===== src/rtl/tag_array_pkg.sv =====
// tag_array_pkg: shared types and helpers for the set-associative tag store.
//   state_e           - controller states of tag_array_assoc
//   age_t             - per-way recency age (0 = MRU, WAYS-1 = LRU), wide enough for 8 ways
//   age_next()        - age of one way after another way is touched or demoted
//   TAG_ARRAY_ENTRY() - packed {valid, dirty, tag} entry for a given tag width

`ifndef TAG_ARRAY_ENTRY
`define TAG_ARRAY_ENTRY(TW) struct packed { logic valid; logic dirty; logic [(TW)-1:0] tag; }
`endif

package tag_array_pkg;

    typedef enum logic [1:0] {
        IDLE  = 2'd0,
        RESP  = 2'd1,
        FLUSH = 2'd2
    } state_e;

    localparam int AGE_W = 3;
    typedef logic [AGE_W-1:0] age_t;

    // New age of a way whose current age is 'age' when the way currently at
    // 'ref_age' is touched (moved to MRU) or demoted (moved to LRU).
    function automatic age_t age_next(age_t age, age_t ref_age, logic demote, age_t max_age);
        age_t r;
        r = age;
        if (demote) begin
            if (age == ref_age)
                r = max_age;
            else if (age > ref_age)
                r = age - age_t'(1);
        end else begin
            if (age == ref_age)
                r = '0;
            else if (age < ref_age)
                r = age + age_t'(1);
        end
        return r;
    endfunction

endpackage


===== src/rtl/tag_lru_set.sv =====
// tag_lru_set: true-LRU age vector for one set.
//   clk, rst_n                 - clock, synchronous active-low reset
//   clr                        - restore ages to way-index order (flush)
//   touch_en/touch_way         - lookup hit: make way MRU (applied first)
//   upd_en/upd_demote/upd_way  - write: make way MRU, or LRU when demoting (applied last)
//   victim                     - way currently holding the LRU age

module tag_lru_set
    import tag_array_pkg::*;
#(
    parameter int WAYS  = 2,
    parameter int WAY_W = 1
) (
    input  logic             clk,
    input  logic             rst_n,
    input  logic             clr,
    input  logic             touch_en,
    input  logic [WAY_W-1:0] touch_way,
    input  logic             upd_en,
    input  logic             upd_demote,
    input  logic [WAY_W-1:0] upd_way,
    output logic [WAY_W-1:0] victim
);

    localparam age_t MAX_AGE = age_t'(WAYS - 1);

    age_t ages_q   [WAYS];
    age_t ages_mid [WAYS];
    age_t ages_d   [WAYS];
    age_t ref0;
    age_t ref1;

    // Two updates can land on the same edge: the lookup touch is applied to
    // the current ages, then the write update is applied on top so the write
    // decides the final order.
    always_comb begin
        ref0 = '0;
        for (int w = 0; w < WAYS; w++)
            if (WAY_W'(w) == touch_way)
                ref0 = ages_q[w];
        for (int w = 0; w < WAYS; w++)
            ages_mid[w] = touch_en ? age_next(ages_q[w], ref0, 1'b0, MAX_AGE) : ages_q[w];
        ref1 = '0;
        for (int w = 0; w < WAYS; w++)
            if (WAY_W'(w) == upd_way)
                ref1 = ages_mid[w];
        for (int w = 0; w < WAYS; w++)
            ages_d[w] = upd_en ? age_next(ages_mid[w], ref1, upd_demote, MAX_AGE) : ages_mid[w];
    end

    always_ff @(posedge clk) begin
        for (int w = 0; w < WAYS; w++) begin
            if (!rst_n || clr)
                ages_q[w] <= age_t'(w);
            else
                ages_q[w] <= ages_d[w];
        end
    end

    always_comb begin
        victim = '0;
        for (int w = 0; w < WAYS; w++)
            if (ages_q[w] == MAX_AGE)
                victim = WAY_W'(w);
    end

endmodule


===== src/rtl/tag_array_assoc.sv =====
// tag_array_assoc: set-associative tag store with registered lookup,
// true-LRU replacement and a one-set-per-cycle flush walk.
//   TA_clk, rst_n                 - clock, synchronous active-low reset
//   lk_req/lk_index/lk_tag        - lookup request (accepted while lk_ready)
//   lk_ready, lk_done             - accept strobe, one-cycle result pulse
//   lk_hit/lk_way/lk_dirty        - hit flag, hit or victim way, its dirty bit
//   vic_valid/vic_tag             - victim holds a valid line / its tag
//   wr_en/wr_index/wr_way/wr_tag/wr_valid/wr_dirty - single entry write
//   flush, flush_busy             - start invalidate-all walk / walk in progress

module tag_array_assoc
    import tag_array_pkg::*;
#(
    parameter int SETS  = 8,
    parameter int WAYS  = 2,
    parameter int TAG_W = 5,
    parameter int IDX_W = $clog2(SETS),
    parameter int WAY_W = (WAYS > 1) ? $clog2(WAYS) : 1
) (
    input  logic             TA_clk,
    input  logic             rst_n,
    input  logic             lk_req,
    input  logic [IDX_W-1:0] lk_index,
    input  logic [TAG_W-1:0] lk_tag,
    output logic             lk_ready,
    output logic             lk_done,
    output logic             lk_hit,
    output logic [WAY_W-1:0] lk_way,
    output logic             lk_dirty,
    output logic             vic_valid,
    output logic [TAG_W-1:0] vic_tag,
    input  logic             wr_en,
    input  logic [IDX_W-1:0] wr_index,
    input  logic [WAY_W-1:0] wr_way,
    input  logic [TAG_W-1:0] wr_tag,
    input  logic             wr_valid,
    input  logic             wr_dirty,
    input  logic             flush,
    output logic             flush_busy
);

    typedef `TAG_ARRAY_ENTRY(TAG_W) entry_t;

    entry_t           mem_q [SETS][WAYS];
    state_e           state_q, state_d;
    logic [IDX_W-1:0] fcnt_q, fcnt_d;

    logic             hit_q, dirty_q, vv_q;
    logic [WAY_W-1:0] way_q;
    logic [TAG_W-1:0] vtag_q;

    logic             hit, inv_found;
    logic [WAY_W-1:0] hit_way, inv_way, res_way;
    entry_t           res_entry;
    logic [WAY_W-1:0] lru_vic [SETS];

    logic accept;
    logic wr_ok;

    assign accept = (state_q == IDLE) && lk_req;
    assign wr_ok  = wr_en && (state_q != FLUSH);

    // Compare against the set as it stands before this edge; scanning from
    // the top way down leaves the lowest-numbered match / invalid way.
    always_comb begin
        hit       = 1'b0;
        hit_way   = '0;
        inv_found = 1'b0;
        inv_way   = '0;
        for (int w = WAYS - 1; w >= 0; w--) begin
            if (mem_q[lk_index][w].valid && (mem_q[lk_index][w].tag == lk_tag)) begin
                hit     = 1'b1;
                hit_way = WAY_W'(w);
            end
            if (!mem_q[lk_index][w].valid) begin
                inv_found = 1'b1;
                inv_way   = WAY_W'(w);
            end
        end
        res_way   = hit ? hit_way : (inv_found ? inv_way : lru_vic[lk_index]);
        res_entry = '0;
        for (int w = 0; w < WAYS; w++)
            if (WAY_W'(w) == res_way)
                res_entry = mem_q[lk_index][w];
    end

    always_comb begin
        state_d = state_q;
        fcnt_d  = fcnt_q;
        case (state_q)
            IDLE: begin
                if (lk_req) begin
                    state_d = RESP;
                end else if (flush) begin
                    state_d = FLUSH;
                    fcnt_d  = '0;
                end
            end
            RESP:  state_d = IDLE;
            FLUSH: begin
                if (fcnt_q == IDX_W'(SETS - 1))
                    state_d = IDLE;
                else
                    fcnt_d = fcnt_q + IDX_W'(1);
            end
            default: state_d = IDLE;
        endcase
    end

    always_ff @(posedge TA_clk) begin
        if (!rst_n) begin
            state_q <= IDLE;
            fcnt_q  <= '0;
            hit_q   <= 1'b0;
            way_q   <= '0;
            dirty_q <= 1'b0;
            vv_q    <= 1'b0;
            vtag_q  <= '0;
            for (int s = 0; s < SETS; s++)
                for (int w = 0; w < WAYS; w++)
                    mem_q[s][w] <= '0;
        end else begin
            state_q <= state_d;
            fcnt_q  <= fcnt_d;
            if (accept) begin
                hit_q   <= hit;
                way_q   <= res_way;
                dirty_q <= res_entry.dirty;
                vv_q    <= !hit && res_entry.valid;
                vtag_q  <= res_entry.tag;
            end
            if (state_q == FLUSH) begin
                // Tags are left in place; only valid/dirty are cleared.
                for (int w = 0; w < WAYS; w++) begin
                    mem_q[fcnt_q][w].valid <= 1'b0;
                    mem_q[fcnt_q][w].dirty <= 1'b0;
                end
            end else begin
                for (int w = 0; w < WAYS; w++)
                    if (wr_ok && (WAY_W'(w) == wr_way))
                        mem_q[wr_index][w] <= {wr_valid, wr_dirty, wr_tag};
            end
        end
    end

    generate
        for (genvar gi = 0; gi < SETS; gi++) begin : g_lru
            tag_lru_set #(
                .WAYS  (WAYS),
                .WAY_W (WAY_W)
            ) u_lru (
                .clk        (TA_clk),
                .rst_n      (rst_n),
                .clr        ((state_q == FLUSH) && (fcnt_q == IDX_W'(gi))),
                .touch_en   (accept && hit && (lk_index == IDX_W'(gi))),
                .touch_way  (hit_way),
                .upd_en     (wr_ok && wr_valid == 1'b1 && (wr_index == IDX_W'(gi)) || wr_ok && !wr_valid && (wr_index == IDX_W'(gi))),
                .upd_demote (!wr_valid),
                .upd_way    (wr_way),
                .victim     (lru_vic[gi])
            );
        end
    endgenerate

    assign lk_ready   = (state_q == IDLE);
    assign lk_done    = (state_q == RESP);
    assign flush_busy = (state_q == FLUSH);
    assign lk_hit     = hit_q;
    assign lk_way     = way_q;
    assign lk_dirty   = dirty_q;
    assign vic_valid  = vv_q;
    assign vic_tag    = vtag_q;

endmodule


===== config.mk =====
export PLATFORM = sky130hd
export DESIGN_NAME = tag_array_assoc
export DESIGN_NICKNAME = d
export VERILOG_FILES = /design/src/rtl/tag_array_pkg.sv /design/src/rtl/tag_lru_set.sv /design/src/rtl/tag_array_assoc.sv
export SDC_FILE = /design/constraint.sdc
export NUM_CORES = 1
export LEC_CHECK = 0
export CORE_AREA = 2 2 206 208
export CTS_CLUSTER_DIAMETER = 50
export DETAILED_ROUTE_END_ITERATION = 10
export DIE_AREA = 0 0 208 210
export DONT_BUFFER_PORTS = 1
export GPL_ROUTABILITY_DRIVEN = 0
export PLACE_DENSITY = 0.49
export SLEW_MARGIN = 10
export SYNTH_ARGS = -nofsm -noshare
export SYNTH_HDL_FRONTEND = slang
export SYNTH_SLANG_ARGS = --single-unit

===== constraint.sdc =====
create_clock -name TA_clk -period 8.4 [get_ports TA_clk]
set_input_delay 1.68 -clock TA_clk [delete_from_list [all_inputs] [get_ports TA_clk]]
set_output_delay 1.68 -clock TA_clk [all_outputs]
set_load 0.005 [all_outputs]

[Yosys cells after proc, flatten, opt, wreduce, memory -nomap -nowiden]
Memory sizes are Yosys's and may differ from the RTL's.
Cells that the tools add are included.
Storage, ports and cells
  bits in registers: 14
  memories: 9
  output and inout bits: 12
  bits of input ports: 24
  bits in writable memories: 160
Operators by class
  mux-type cells: 246
  reductions and logical operators: 70
  add/sub/neg operators: 49
  eq/ne operators: 71
  bitwise logic cells: 18
  order comparisons: 49
Memories
  mem_q: depth 8, bits a word 14, read ports 1, clocked after Yosys merged registers in 0, write ports 8, line tag_array_assoc.sv:44  | entry_t mem_q [SETS][WAYS];
  g_lru[0].u_lru.ages_q: depth 2, bits a word 3, read ports 2, clocked after Yosys merged registers in 0, write ports 2, line tag_lru_set.sv:27  | age_t ages_q [WAYS];
  g_lru[1].u_lru.ages_q: depth 2, bits a word 3, read ports 2, clocked after Yosys merged registers in 0, write ports 2, line tag_lru_set.sv:27
  g_lru[2].u_lru.ages_q: depth 2, bits a word 3, read ports 2, clocked after Yosys merged registers in 0, write ports 2, line tag_lru_set.sv:27
  g_lru[3].u_lru.ages_q: depth 2, bits a word 3, read ports 2, clocked after Yosys merged registers in 0, write ports 2, line tag_lru_set.sv:27
  g_lru[4].u_lru.ages_q: depth 2, bits a word 3, read ports 2, clocked after Yosys merged registers in 0, write ports 2, line tag_lru_set.sv:27
  +3 memories
Operators with widths (count)
  two-way mux 3 bit: 181
  adder 3 x 1 -> 3 bit (second input constant): 33
  == test 3 bit: 32
  less-than comparator 3 bit: 32
  two-way mux 1 bit: 54
  > comparator 3 bit: 16
  subtractor 3 x 1 -> 3 bit (second input constant): 16
  logical AND 1 bit: 42
  == test 3 bit (second input constant): 12
  == test 3 x 1 -> 1 bit (second input constant): 11
  two-way mux 14 bit: 2
  OR reduction 14 bit: 2
  == test 3 x 2 -> 1 bit (second input constant): 6
  logical OR 1 bit: 16
  OR 1 bit: 16
  == test 5 bit: 2
  logical NOT 3 bit: 3
  two-way mux 2 bit: 4
  two-way mux 7 bit: 1
  inequality test 2 bit (second input constant): 3
  case mux 3 bit (2 select lines): 1
  >= comparator 4 bit (second input constant): 1
  two-way mux 4 bit: 1
  inequality test 2 x 1 -> 1 bit (second input constant): 2
  other kinds (12): 14

[Longest topological paths before layout]
An unclocked memory read counts as a cell.
  depth in word-level cells: 17
  mapped depth: 34
  gate-level depth less buffers: 27

[Hierarchy]
Synthesis repeated with hierarchy kept, for this count alone.
Unflattened totals
  cells, all modules: 1910
  area total of the unflattened synthesis: 16961.3 um^2
By module, submodules not included
  tag_lru_set: cells an instance 168, times used 8, area an instance 1290.0 um^2, sequential area each 120.1 um^2
  tag_array_assoc: cells an instance 566, times used 1, area an instance 6641.4 um^2, sequential area each 3643.5 um^2

[Worst setup path before layout]
Ideal clock, no wire load.
  path type: input port to flip-flop
  start: in lk_index[0]
  end: mem g_lru[7].u_lru.ages_q[0][2] (netlist name)
  buffers on the path: 8
  setup time: 74 ps
  slack: 682 ps
  cell stages on the path: 34
  arrival: 7644 ps
  path through: buf_6 buf_6 buf_4 mux2i_1 a221oi_1 o21ai_1 xor2_1 and3_1 buf_2 a21oi_1 buf_2 buf_2 buf_1 clkbuf_1 o21ai_0 ha_1 maj3_1 nand2_1 nand2_1 inv_1 nor4_1 a21o_1 and2_1 xnor2_1 nor2_1 mux2i_1 ha_1 nor2b_1 o41ai_1 nand2b_1 a31o_4 mux2_4 or4b_1 a31oi_1
RTL lines
  start, declared: line tag_array_assoc.sv:23  | input logic [IDX_W-1:0] lk_index,
  end, declared: line tag_lru_set.sv:27

==> results_dict.tcl <==
set metrics [dict create \
    routedWlPerCell_um 21.0 \
    critPathKind "in2reg" \
    htreeDepth 4 \
    grt_start_max_net_pins 82 \
    grt_setup_unrepaired "false" \
    cts_buffers 17 \
    yosysSeqAreaShare_pct 30.2 \
    drt_iter0_markers 1094 \
    cp-start-kind "input pin" \
    powerDensity_mw_per_mm2 147 \
    synthesis.area_mm2 0.0152 \
    cts_hold_buf 0 \
    ys_warn_count 0 \
    worstPathMaxFanout 38 \
    grt_pass1_wl_um 75800 \
    synth_fp_nets 1936 \
    power_leakage_uw 0.00642 \
    routed_wl_um 48200 \
    numClockSinks 174 \
    synthFlopType "edfxtp_1" \
    diodes 0 \
    io_pins 36 \
    end_kind "register" \
    clk_latency_ns 0.46 \
    core-area_mm2 0.0415 \
    syn_inst 1802 \
    crit_family "compound AO/OA/AOI/OAI gates" \
    status "finished, final reports clean" \
    cts_tree "yes" \
    cp.arrival_ns 7.60 \
    cts.repair.resized 0 \
    drive_gt1_share_pct 6.89 \
    worstMarginPinSlew_ns 1.11 \
    critPathSlowestCell "a2111oi_2" \
    worstPathRequired_ns 8.77 \
    finalSetupViolations 0 \
    max_cap_viol_count 0 \
    fin_crit_ns 7.23 \
    slew_violations 0 \
    grt_pass1_vias 13054 \
    async_flop_share_pct 0 \
    vias_per_cell 5.93 \
    track_usage_pct 22.0 \
    fin_skew_ns 0.0128 \
    initial_core_util_pct 36.7 \
    grt_overflow 0 \
    antenna_left 0 \
    min_path_type "reg2reg" \
    clockBufferDepth 2 \
    syn_avg_cell_area_um2 8.45 \
    tns_ns 0 \
    areaGrowthSynthToFinish_pct 6.44 \
    fmax_mhz 138 \
    clk_pin_slew_ns 0.07 \
    chipWidth_um 208 \
    fin_ws_ns 1.17 \
    drt_pass1_iterations 9 \
    antenna_found_initial 0 \
    vias 13612 \
    hold-worst-slack_ns 0.482 \
    final_area_mm2 0.0162 \
    drc 0 \
    period_share_pct 86.0 \
    synth_seq_cells 174 \
    portBuffers 0 \
    dp_hpwl_um 35000 \
    fp-row-count 75 \
    nNetsFinal 1877 \
    synth_edf_count 112 \
    dieArea_mm2 0.0437 \
    slew_headroom_pct 25.6 \
    cts-root-buf "clkbuf_16" \
    post-cts-setup-buffer-count 0 \
    die_y_um 210 \
    critPathMaxStageDelay_ns 0.53 \
    ir_drop_mv 0.147 \
    ys_types 99 \
    dp_slack_ns 0.815 \
    hold_viol_final 0 \
    path_buf_inv 3 \
    place_area_mm2 0.0156 \
]
## state kept, by name, summed over array words and instances (netlist names)
| signal | cells |
|---|---|
| g_lru.u_lru.ages_q | 48 |
| fcnt_q | 3 |
| mem_q | 112 |
| lk_dirty | 1 |
| lk_way | 1 |
| state_q | 2 |
| lk_hit | 1 |
| vic_valid | 1 |
| vic_tag | 5 |
## power breakdown
group | leakage, uW | switching [uW] | internal, uW
logic | 0.00446 | 358 | 207
registers | 0.00166 | 32.8 | 945
clock network | 0.000297 | 410 | 433
total | 0.00642 | 800 | 1590
## cell type report
| class | count | area (um2) |
|---|---|---|
| Multi-Input combinational cell | 1429 | 9790 |
| Tap cell | 539 | 674 |
| Fill cell | 4259 | 25300 |
| Inverter | 105 | 394 |
| Clock inverter | 14 | 190 |
| Clock buffer | 18 | 429 |
| Timing Repair Buffer | 16 | 120 |
| Sequential cell | 174 | 4600 |
## metal layers
| layer | routed length [um] | track usage [%] |
|---|---|---|
| met5 | 0 | 0 |
| met3 | 1700 | 2.21 |
| met2 | 23000 | 37.1 |
| met4 | 956 | 6.41 |
| met1 | 22600 | 30.0 |
## cells in the mapped netlist, types with 57 or more instances
master      n  area, um2
nand2_1   189        709
nor2_1    157        589
edfxtp_1  112       3360
o21ai_0   111        556
ha_1      110       1380
inv_1      95        357
a21oi_1    69        345
clkbuf_1   62        233
dfxtp_1    62       1240
nand3_1    60        300
and2_1     58        363
mux2i_1    57        571
## layout by cell type (no fill, tap or decap), drive strengths merged, types with 54 or more instances in the layout
cell type	count
ha	110
nor2	157
nand2	189
inv	109
edfxtp	112
mux2i	58
and2	63
nand3	61
nor3	54
dfxtp	62
a21oi	69
o21ai	119
## metrics by stage
stage | instances | utilization [%] | total power [uW]
floorplan | 1802 | - | 1440
global placement | 2263 | 37.6 | 1550
detailed placement | 2263 | 37.6 | 1550
CTS | 2295 | 39.1 | 2390
global route | 2295 | 39.1 | 2500
finish | 2295 | 39.1 | 2390
## kinds of logic (layout without fill, tap and decap cells)
group / after synthesis / after routing / synth area share (%)
DFF: 174 / 174 / 30.2
xor gates and xnor gates: 36 / 36 / 2.07
muxes: 84 / 84 / 6.71
and+or+nand+nor: 700 / 700 / 22.8
AOI/OAI and AO/OA: 493 / 493 / 23.2
buffers and inverters: 199 / 153 / 5.51
adders and majority gates: 116 / 116 / 9.43
## worst register-to-register path: stages, from the launching register on
cell	delay, ns
edfxtp_1	0.36
nor2b_1	0.14
a2111oi_0	0.62
a221oi_1	0.19
xor2_1	0.21
nor3_2	0.32
a21oi_4	0.21
buf_4	0.24
o21ai_0	0.28
ha_1	0.25
maj3_1	0.18
a21oi_1	0.07
o211ai_1	0.45
nand2_1	0.10
o31ai_1	0.43
inv_1	0.20
mux2i_1	0.25
ha_1	0.18
inv_1	0.06
a31o_2	0.24
a41o_1	0.22
a31oi_2	0.29
mux2i_1	0.14
or4b_1	0.47
o211ai_1	0.08
## final timing paths
kind,slack (ns),start,depth (start not counted),to
worst max-delay path,1.17,lk_index[2],25,g_lru[5].u_lru.ages_q[0][2]$_SDFF_PP0_
worst min-delay path,0.48,lk_dirty$_SDFFE_PN0P_,2,lk_dirty$_SDFFE_PN0P_
worst max register to register,2.15,mem_q[0][10]$_SDFFCE_PN0P_,24,g_lru[5].u_lru.ages_q[0][2]$_SDFF_PP0_
worst min register to register,0.48,lk_dirty$_SDFFE_PN0P_,2,lk_dirty$_SDFFE_PN0P_
(Power assumes the default switching activity.)
